`src/rtl/module_cpu_control.sv`:
```
// module_cpu_control
// Top-level sequencer for the Mini-CPU datapath. Walks the instruction cycle
// OFF -> FETCH -> DECODE -> READ -> CALC -> WAIT -> STORE -> SHOW and exposes
// the current state on stateCPU for the ALU. Latches an instruction word from
// the switches on a send-button rising edge, drives RAM writes (including the
// full register sweep used by CLEAR and by power-up) and the LCD refresh strobe.
//
// Ports:
//   clk, rst_n          clock (rising edge), asynchronous active-low reset
//   power               level, 1 = CPU on; 0 forces OFF on the next edge
//   send                debounced send pushbutton level
//   instr[17:0]         {opcode, dest, src1, src2} or {opcode, dest, src1, sign, imm}
//   decoded, calculated ALU handshakes closing DECODE and CALC
//   stateCPU[2:0]       current state encoding
//   opcode, sinalImm, Imm, addr_rd1, addr_rd2   latched instruction fields
//   addr_wr, ram_we     RAM write address / single-cycle write enable
//   clear_sel           1 while a register sweep is writing zeros
//   lcd_update          one-cycle LCD refresh strobe
//   error               sticky handshake-timeout flag
module module_cpu_control #(
    parameter int READ_LAT    = 2,
    parameter int SHOW_CYCLES = 4,
    parameter int TIMEOUT     = 15,
    parameter int NREGS       = 16
) (
    input  logic        clk,
    input  logic        rst_n,
    input  logic        power,
    input  logic        send,
    input  logic [17:0] instr,
    input  logic        decoded,
    input  logic        calculated,
    output logic [2:0]  stateCPU,
    output logic [2:0]  opcode,
    output logic        sinalImm,
    output logic [5:0]  Imm,
    output logic [3:0]  addr_rd1,
    output logic [3:0]  addr_rd2,
    output logic [3:0]  addr_wr,
    output logic        ram_we,
    output logic        clear_sel,
    output logic        lcd_update,
    output logic        error
);

    typedef enum logic [2:0] {
        S_OFF    = 3'd0,
        S_FETCH  = 3'd1,
        S_DECODE = 3'd2,
        S_READ   = 3'd3,
        S_CALC   = 3'd4,
        S_WAIT   = 3'd5,
        S_STORE  = 3'd6,
        S_SHOW   = 3'd7
    } state_t;

    localparam logic [2:0] OP_CLEAR   = 3'd6;
    localparam logic [2:0] OP_DISPLAY = 3'd7;

    // Last in-state cycle index for each timed state (counter starts at 0).
    localparam logic [7:0] READ_LAST = 8'(READ_LAT - 1);
    localparam logic [7:0] SHOW_LAST = 8'(SHOW_CYCLES - 1);
    localparam logic [7:0] TO_LAST   = 8'(TIMEOUT - 1);
    localparam logic [7:0] CLR_LAST  = 8'(NREGS - 1);

    state_t      state_q, state_d;
    logic [7:0]  cnt_q, cnt_d;
    logic        sendPrev_q;
    logic        clearMode_q, clearMode_d;
    logic        error_q, error_d;
    logic [2:0]  opcode_q;
    logic [3:0]  dest_q, src1_q, src2_q;
    logic        sign_q;
    logic [5:0]  imm_q;
    logic        sendEdge;
    logic        latch;

    // Only a fresh press counts; holding the button down never retriggers.
    assign sendEdge = send & ~sendPrev_q;

    // Next-state logic. Power loss overrides everything. The shared counter
    // restarts on every state change, so it serves as the timeout counter in
    // DECODE/CALC, the latency counter in READ, the sweep address in STORE and
    // the dwell counter in SHOW.
    always_comb begin
        state_d     = state_q;
        clearMode_d = clearMode_q;
        error_d     = error_q;
        latch       = 1'b0;
        if (!power) begin
            state_d = S_OFF;
        end else begin
            case (state_q)
                S_OFF: begin
                    state_d     = S_STORE;
                    clearMode_d = 1'b1;
                end
                S_FETCH: begin
                    if (sendEdge) begin
                        state_d = S_DECODE;
                        latch   = 1'b1;
                        error_d = 1'b0;
                    end
                end
                S_DECODE: begin
                    if (decoded) begin
                        state_d = S_READ;
                    end else if (cnt_q == TO_LAST) begin
                        state_d = S_FETCH;
                        error_d = 1'b1;
                    end
                end
                S_READ: begin
                    if (cnt_q == READ_LAST) state_d = S_CALC;
                end
                S_CALC: begin
                    if (calculated) begin
                        state_d = S_WAIT;
                    end else if (cnt_q == TO_LAST) begin
                        state_d = S_FETCH;
                        error_d = 1'b1;
                    end
                end
                S_WAIT: begin
                    state_d     = S_STORE;
                    clearMode_d = (opcode_q == OP_CLEAR);
                end
                S_STORE: begin
                    if (!clearMode_q || cnt_q == CLR_LAST) state_d = S_SHOW;
                end
                S_SHOW: begin
                    if (cnt_q == SHOW_LAST) state_d = S_FETCH;
                end
                default: state_d = S_OFF;
            endcase
        end
        cnt_d = (state_d != state_q) ? 8'd0 : cnt_q + 8'd1;
    end

    // State, counter, handshake flags and the send edge detector.
    always_ff @(posedge clk or negedge rst_n) begin
        if (!rst_n) begin
            state_q     <= S_OFF;
            cnt_q       <= 8'd0;
            sendPrev_q  <= 1'b0;
            clearMode_q <= 1'b0;
            error_q     <= 1'b0;
        end else begin
            state_q     <= state_d;
            cnt_q       <= cnt_d;
            sendPrev_q  <= send;
            clearMode_q <= clearMode_d;
            error_q     <= error_d;
        end
    end

    // Instruction fields are captured only when FETCH accepts a press and are
    // kept across power-off. src2 and {sign, imm} overlap in the word.
    always_ff @(posedge clk or negedge rst_n) begin
        if (!rst_n) begin
            opcode_q <= 3'd0;
            dest_q   <= 4'd0;
            src1_q   <= 4'd0;
            src2_q   <= 4'd0;
            sign_q   <= 1'b0;
            imm_q    <= 6'd0;
        end else if (latch) begin
            opcode_q <= instr[17:15];
            dest_q   <= instr[14:11];
            src1_q   <= instr[10:7];
            src2_q   <= instr[6:3];
            sign_q   <= instr[6];
            imm_q    <= instr[5:0];
        end
    end

    // Outputs decode directly from the registered state so they are glitch-free
    // relative to the state bus; write and strobe are gated by power so they
    // drop in the same cycle the supply goes away.
    always_comb begin
        stateCPU   = state_q;
        opcode     = opcode_q;
        sinalImm   = sign_q;
        Imm        = imm_q;
        addr_rd1   = src1_q;
        addr_rd2   = src2_q;
        error      = error_q;
        clear_sel  = (state_q == S_STORE) && clearMode_q;
        addr_wr    = clear_sel ? cnt_q[3:0] : dest_q;
        ram_we     = power && (state_q == S_STORE)
                     && (clearMode_q || opcode_q != OP_DISPLAY);
        lcd_update = power && (state_q == S_SHOW) && (cnt_q == 8'd0);
    end

endmodule

```
`config.mk`:
```
export PLATFORM = sky130hd
export DESIGN_NAME = module_cpu_control
export DESIGN_NICKNAME = d
export VERILOG_FILES = /design/src/rtl/module_cpu_control.sv
export SDC_FILE = /design/constraint.sdc
export NUM_CORES = 1
export LEC_CHECK = 0
export ABC_AREA = 1
export BUFFER_PORTS_ARGS = -buffer_cell sky130_fd_sc_hd__buf_4
export CAP_MARGIN = 20
export CORE_ASPECT_RATIO = 0.7
export CORE_UTILIZATION = 51
export DETAILED_ROUTE_END_ITERATION = 10
export GPL_ROUTABILITY_DRIVEN = 0
export PLACE_DENSITY_LB_ADDON = 0.05
export SLEW_MARGIN = 25
export SYNTH_ARGS = -nofsm -noshare
export SYNTH_HDL_FRONTEND = slang
export SYNTH_SLANG_ARGS = --single-unit
export TNS_END_PERCENT = 1
```
`constraint.sdc`:
```
create_clock -name clk -period 4.2 [get_ports clk]
set_clock_uncertainty 0.05 [all_clocks]
set_input_delay 0.84 -clock clk [delete_from_list [all_inputs] [get_ports clk]]
set_output_delay 0.84 -clock clk [all_outputs]
set_load 0.02 [all_outputs]
```
==> flow_summary.yaml, run 1 <==
run_status:
  run_status: "complete, no violations"
floorplanning:
  core_um2: 3190
  top_level_ports: 53
  die_w_um: 71.5
  dieArea_um2: 3620
  fp.dieH_um: 50.7
  start_util: 0.541
  num_rows: 17
power_and_ir_drop:
  finalPower_w: 0.00154
  p_per_area_nw_per_um2: 698
  irDropWorstVdd_mv: 0.425
  p_leak_nw: 1.24
detailed_routing:
  drc: 0
  finalWirelength_um: 3860
  drtIter0Drc: 206
  ant_nets: 0
  drt-wirelength-per-cell_um: 12.2
  routed_via_density: 4.96
  firstDrtPassIters: 4
  via_count: 1572
yosys:
  syn_area_um2: 1730
  synth.top_cells.by_area: "dfrtp_1 46%, nand2_1 18%, nand3_1 5.2%"
  synth_seq_cells: 32
  synth_most_common_cell: "nand2_1"
  synth.top_cell.area_share: 0.464
  syn_avg_cell_area_um2: 7.57
  synth_seq_area_share: 0.464
  syn-instance-count: 228
  yosysWarnings: 0
  syn_nets: 256
  yosys.area.top_type: "dfrtp_1"
  synth_edf_count: 0
  synthFlopType: "dfrtp_1"
  ys_types: 23
  ys_async_sr_fraction: 1.00
  yosys-top-cells-count: "85 x nand2_1, 32 x dfrtp_1, 24 x nor2_1"
timing:
  finalCritPeriodShare: 0.614
  setup_violations: 0
  finalSetupTns_ns: 0
  worst_slew_pin_slew_ns: 0.408
  hold_viol: 0
  final.min_clock_period_ns: 2.58
  rsz0062_at_grt: "no"
  clock.fmax_ghz: 0.388
  fin_ws_ns: 1.62
  slew_headroom: 0.728
  maxSlewViolCount: 0
finish:
  syn2layout_area_growth_pct: 28.0
  diodes: 0
  drive_gt1_frac: 0.251
  num-fill-cells: 294
  fin_nets: 306
placed_design:
  post-place-ws_ns: 1.90
  dp_hpwl_um: 2840
  io_buffer_count: 52
global_route:
  grt_pass1_wl_um: 6310
  grt_max_degree: 33
  grt_pass1_vias: 1350
  overflow: 0
  grt_usage: 0.234
  antenna_found_initial: 0
clock_network:
  clk_latency_ns: 0.28
  cts_hold_buf: 0
  clk_path_buf_depth: 2
  cts_tree: "built"
  cts_resized: 0
  cts_root_buf: "clkbuf_8"
  clkTransAtPathRegs_ns: 0.07
  h-tree-depth: 2
  cts_buffers: 5
  cts.sinks: 32
  post_cts_buffers: 0
worst_setup_path:
  crit_required_ns: 3.31
  path_cells: "inv_2, nand3_1, nor2_1, inv_1, o21ai_0, buf_4"
  crit_arrival_ns: 1.69
  endpoint_kind: "output port"
  slowest_delay_ns: 0.44
  worstSetupPathType: "flip-flop to output port"
  cp_slowest_cell: "dfrtp_1"
  path_max_fanout: 8
  startpoint_type: "flip-flop"
job:
  maxCapViolCount: 0
worst_hold_path:
  hold_path_class: "input port to async pin"
## logic make-up after synthesis
logic type      share of synthesized area
simple gates                        0.340
fa+ha+maj                          0.0290
buf+inv                            0.0906
xor+xnor                           0.0305
flops                               0.464
compound gates                     0.0457
## cell usage in the layout (no fill, tap or decap), types with 2 or more instances in the layout
cell / n
nor3_1: 2
dfrtp_1: 32
inv_1: 20
nor2_1: 24
xor2_1: 5
nand2_1: 85
buf_4: 52
nor3_2: 2
nor2_2: 2
nand3_1: 18
a31oi_1: 2
inv_2: 5
ha_1: 4
clkbuf_8: 5
o21ai_0: 9
nand3b_1: 2
## power breakdown
| group | switching (W) | internal [W] | total [W] |
|---|---|---|---|
| Combinational | 0.000437 | 0.000293 | 0.000730 |
| Sequential | 0.000103 | 0.000420 | 0.000524 |
| Clock | 0.000111 | 0.000176 | 0.000287 |
## critical path: cells and delay by family, from the launching register on
kind            cells  cell delay [ns]
buf+inv             3             0.45
compound gates      1             0.19
simple gates        2             0.32
flops               1             0.44
## final cells by class
cell class / instances / area, µm² / area share
Clock buffer: 6 / 72.6 / 0.0329
Clock inverter: 2 / 35.0 / 0.0159
Inverter: 25 / 93.8 / 0.0425
Multi-Input combinational cell: 162 / 768 / 0.348
Sequential cell: 32 / 801 / 0.363
Tap cell: 38 / 47.5 / 0.0215
Timing Repair Buffer: 52 / 390 / 0.177
## worst paths after layout
kind                                         start                       to  slack, ns  depth (start not counted)
max reg2reg                     cnt_q[0]$_DFF_PN0_       cnt_q[5]$_DFF_PN0_       2.20                         12
min                                          rst_n  addr_rd2[3]$_DFFE_PN0P_       0.44                          1
max in group asynchronous                    rst_n       cnt_q[2]$_DFF_PN0_       3.36                          1
min in group clk           addr_rd1[1]$_DFFE_PN0P_  addr_rd1[1]$_DFFE_PN0P_       0.44                          2
min reg2reg                addr_rd1[1]$_DFFE_PN0P_  addr_rd1[1]$_DFFE_PN0P_       0.44                          2
max                          stateCPU[0]$_DFF_PN0_               addr_wr[3]       1.62                          6
## routing by layer
layer	GRT usage	routed length (µm)
met4	0.0588	31
met5	0	0
met2	0.321	1560
met1	0.364	2000
met3	0.0582	268
## state kept, by name, indices dropped and copies added, names as in the netlist
signal,cells
clearMode_q,1
dest_q,4
stateCPU,3
sendPrev_q,1
Imm,3
addr_rd1,4
error,1
cnt_q,8
addr_rd2,4
opcode,3
## through the flow
stage               hold slack [ns]  instance area [µm²]  instances  utilization
floorplan                     0.399                 1730        228            -
global placement              0.414                 2100        309        0.658
detailed placement            0.420                 2100        309        0.658
CTS                           0.439                 2210        317        0.692
global route                  0.455                 2210        317        0.692
finish                        0.437                 2210        317        0.692
(Power assumes the default switching activity.)
==> run 2: changes to the inputs <==
==> constraint.sdc (replaced) <==
create_clock -name clk -period 2.6 [get_ports clk]
set_clock_uncertainty 0.05 [all_clocks]
set_input_delay 0.52 -clock clk [delete_from_list [all_inputs] [get_ports clk]]
set_output_delay 0.52 -clock clk [all_outputs]
set_load 0.02 [all_outputs]
==> run 2 against run 1 <==
Against the previous run:
- utilization is 0.35 points lower
- worst setup slack worse by 1.4 ns
- register-to-register slack got worse by 1.6 ns
- critical endpoint is now addr_wr[1]
==> flow_summary.yaml, run 2 (synthesis results as in run 1) <==
run_status:
  run_status: "complete, no violations"
clock_network:
  clk_latency_ns: 0.29
  clkTransAtPathRegs_ns: 0.07
  cts_tree: "built"
  post_cts_buffers: 0
  cts_buffers: 5
  cts.sinks: 32
  h-tree-depth: 2
  cts_resized: 0
  clk_path_buf_depth: 2
  cts_root_buf: "clkbuf_8"
  cts_hold_buf: 0
timing:
  final.min_clock_period_ns: 2.34
  rsz0062_at_grt: "no"
  slew_headroom: 0.734
  finalCritPeriodShare: 0.899
  hold_viol: 0
  clock.fmax_ghz: 0.428
  maxSlewViolCount: 0
  setup_violations: 0
  finalSetupTns_ns: 0
  worst_slew_pin_slew_ns: 0.398
detailed_routing:
  drtIter0Drc: 144
  ant_nets: 0
  drt-wirelength-per-cell_um: 12.1
  drc: 0
  finalWirelength_um: 3830
  firstDrtPassIters: 6
  routed_via_density: 4.96
  via_count: 1567
  wl_met3_um: 248
  dr_wl_met2_um: 1560
  top_layer: "met4"
  m1WireLength_um: 1960
global_route:
  grt_pass1_vias: 1382
  grt_pass1_wl_um: 6420
  overflow: 0
  antenna_found_initial: 0
  grt_usage: 0.242
  grt_max_degree: 33
worst_setup_path:
  endpoint_kind: "output port"
  startpoint_type: "flip-flop"
  r2r_setup_slack_ns: 0.65
  reg2reg_depth: 12
  worstSetupPathType: "flip-flop to output port"
  path_max_fanout: 8
  crit_arrival_ns: 1.77
  crit_required_ns: 2.03
finish:
  drive_gt1_frac: 0.252
  syn2layout_area_growth_pct: 27.3
  final_common_cell: "nand2_1"
  fin_nets: 306
  top_register: "cnt_q"
  largest_reg_flops: 8
  layout_common_cells: "85 x nand2_1, 52 x buf_4, 32 x dfrtp_1, 24 x nor2_1, 20 x inv_1"
  num-fill-cells: 286
  layout.cells.non_filler: 316
  diodes: 0
placed_design:
  dp_cells: 309
  dp_hpwl_um: 2750
  io_buffer_count: 52
floorplanning:
  core_um2: 3190
  die_w_um: 71.5
  top_level_ports: 53
  num_rows: 17
  start_util: 0.541
  fp.dieH_um: 50.7
  dieArea_um2: 3620
worst_hold_path:
  hold_path_class: "input port to async pin"
job:
  maxCapViolCount: 0
power_and_ir_drop:
  irDropWorstVdd_mv: 0.614
  p_leak_nw: 1.24
  p_per_area_nw_per_um2: 1110
## run 2: cell count changes in the layout (fill, tap and decap cells not counted), sizes merged
| cell | change |
|---|---|
| bufinv | -1 |
| clkbuf | +1 |
| clkinv | -1 |
## run 2: final timing paths
kind                                               from                       to
max in group asynchronous                         rst_n       cnt_q[6]$_DFF_PN0_
min in group clk                                   send     sendPrev_q$_DFF_PN0_
worst max-delay path              stateCPU[0]$_DFF_PN0_               addr_wr[1]
worst max register to register       cnt_q[0]$_DFF_PN0_       cnt_q[6]$_DFF_PN0_
worst min-delay path                              rst_n  addr_rd2[2]$_DFFE_PN0P_
worst min register to register  addr_rd1[3]$_DFFE_PN0P_  addr_rd1[3]$_DFFE_PN0P_
## run 2: routing by layer
metal | GRT usage | vias to the layer above
met5 | 0 | -
met3 | 0.0843 | 11
met1 | 0.359 | 689
met2 | 0.325 | 64
met4 | 0.0784 | 0
li1 | - | 803
## run 2: area by class of cell
type / count / area (µm²) / share of cell area
Clock buffer: 7 / 96.3 / 0.0438
Inverter: 25 / 93.8 / 0.0427
Multi-Input combinational cell: 162 / 768 / 0.350
Sequential cell: 32 / 801 / 0.364
Tap cell: 38 / 47.5 / 0.0216
Timing Repair Buffer: 52 / 390 / 0.178
## run 2: stage by stage
| stage | area [µm²] | util | setup WS [ns] | power [W] | hold WS (ns) |
|---|---|---|---|---|---|
| 2_1_floorplan | 1730 | - | 0.249 | 0.00160 | 0.174 |
| 3_3_place_gp | 2100 | 0.658 | 0.594 | 0.00203 | 0.416 |
| 6_report | 2200 | 0.689 | 0.262 | 0.00244 | 0.108 |
| 3_5_place_dp | 2100 | 0.658 | 0.622 | 0.00203 | 0.418 |
| 5_1_grt | 2200 | 0.689 | 0.0655 | 0.00262 | 0.126 |
| 4_1_cts | 2200 | 0.689 | 0.273 | 0.00246 | 0.111 |
## run 2: power by group
part / leakage (nW) / switching, W / internal, W
Sequential: 0.415 / 0.000168 / 0.000679
Clock: 0.0503 / 0.000174 / 0.000235
Combinational: 0.773 / 0.000712 / 0.000474
## run 2: critical path, cell delays in order, from the launching register on
cell and delay (ns):
dfrtp_1 0.47, inv_2 0.16, nand3_1 0.13, nor2_1 0.17
inv_1 0.14, o21ai_0 0.23, buf_4 0.18
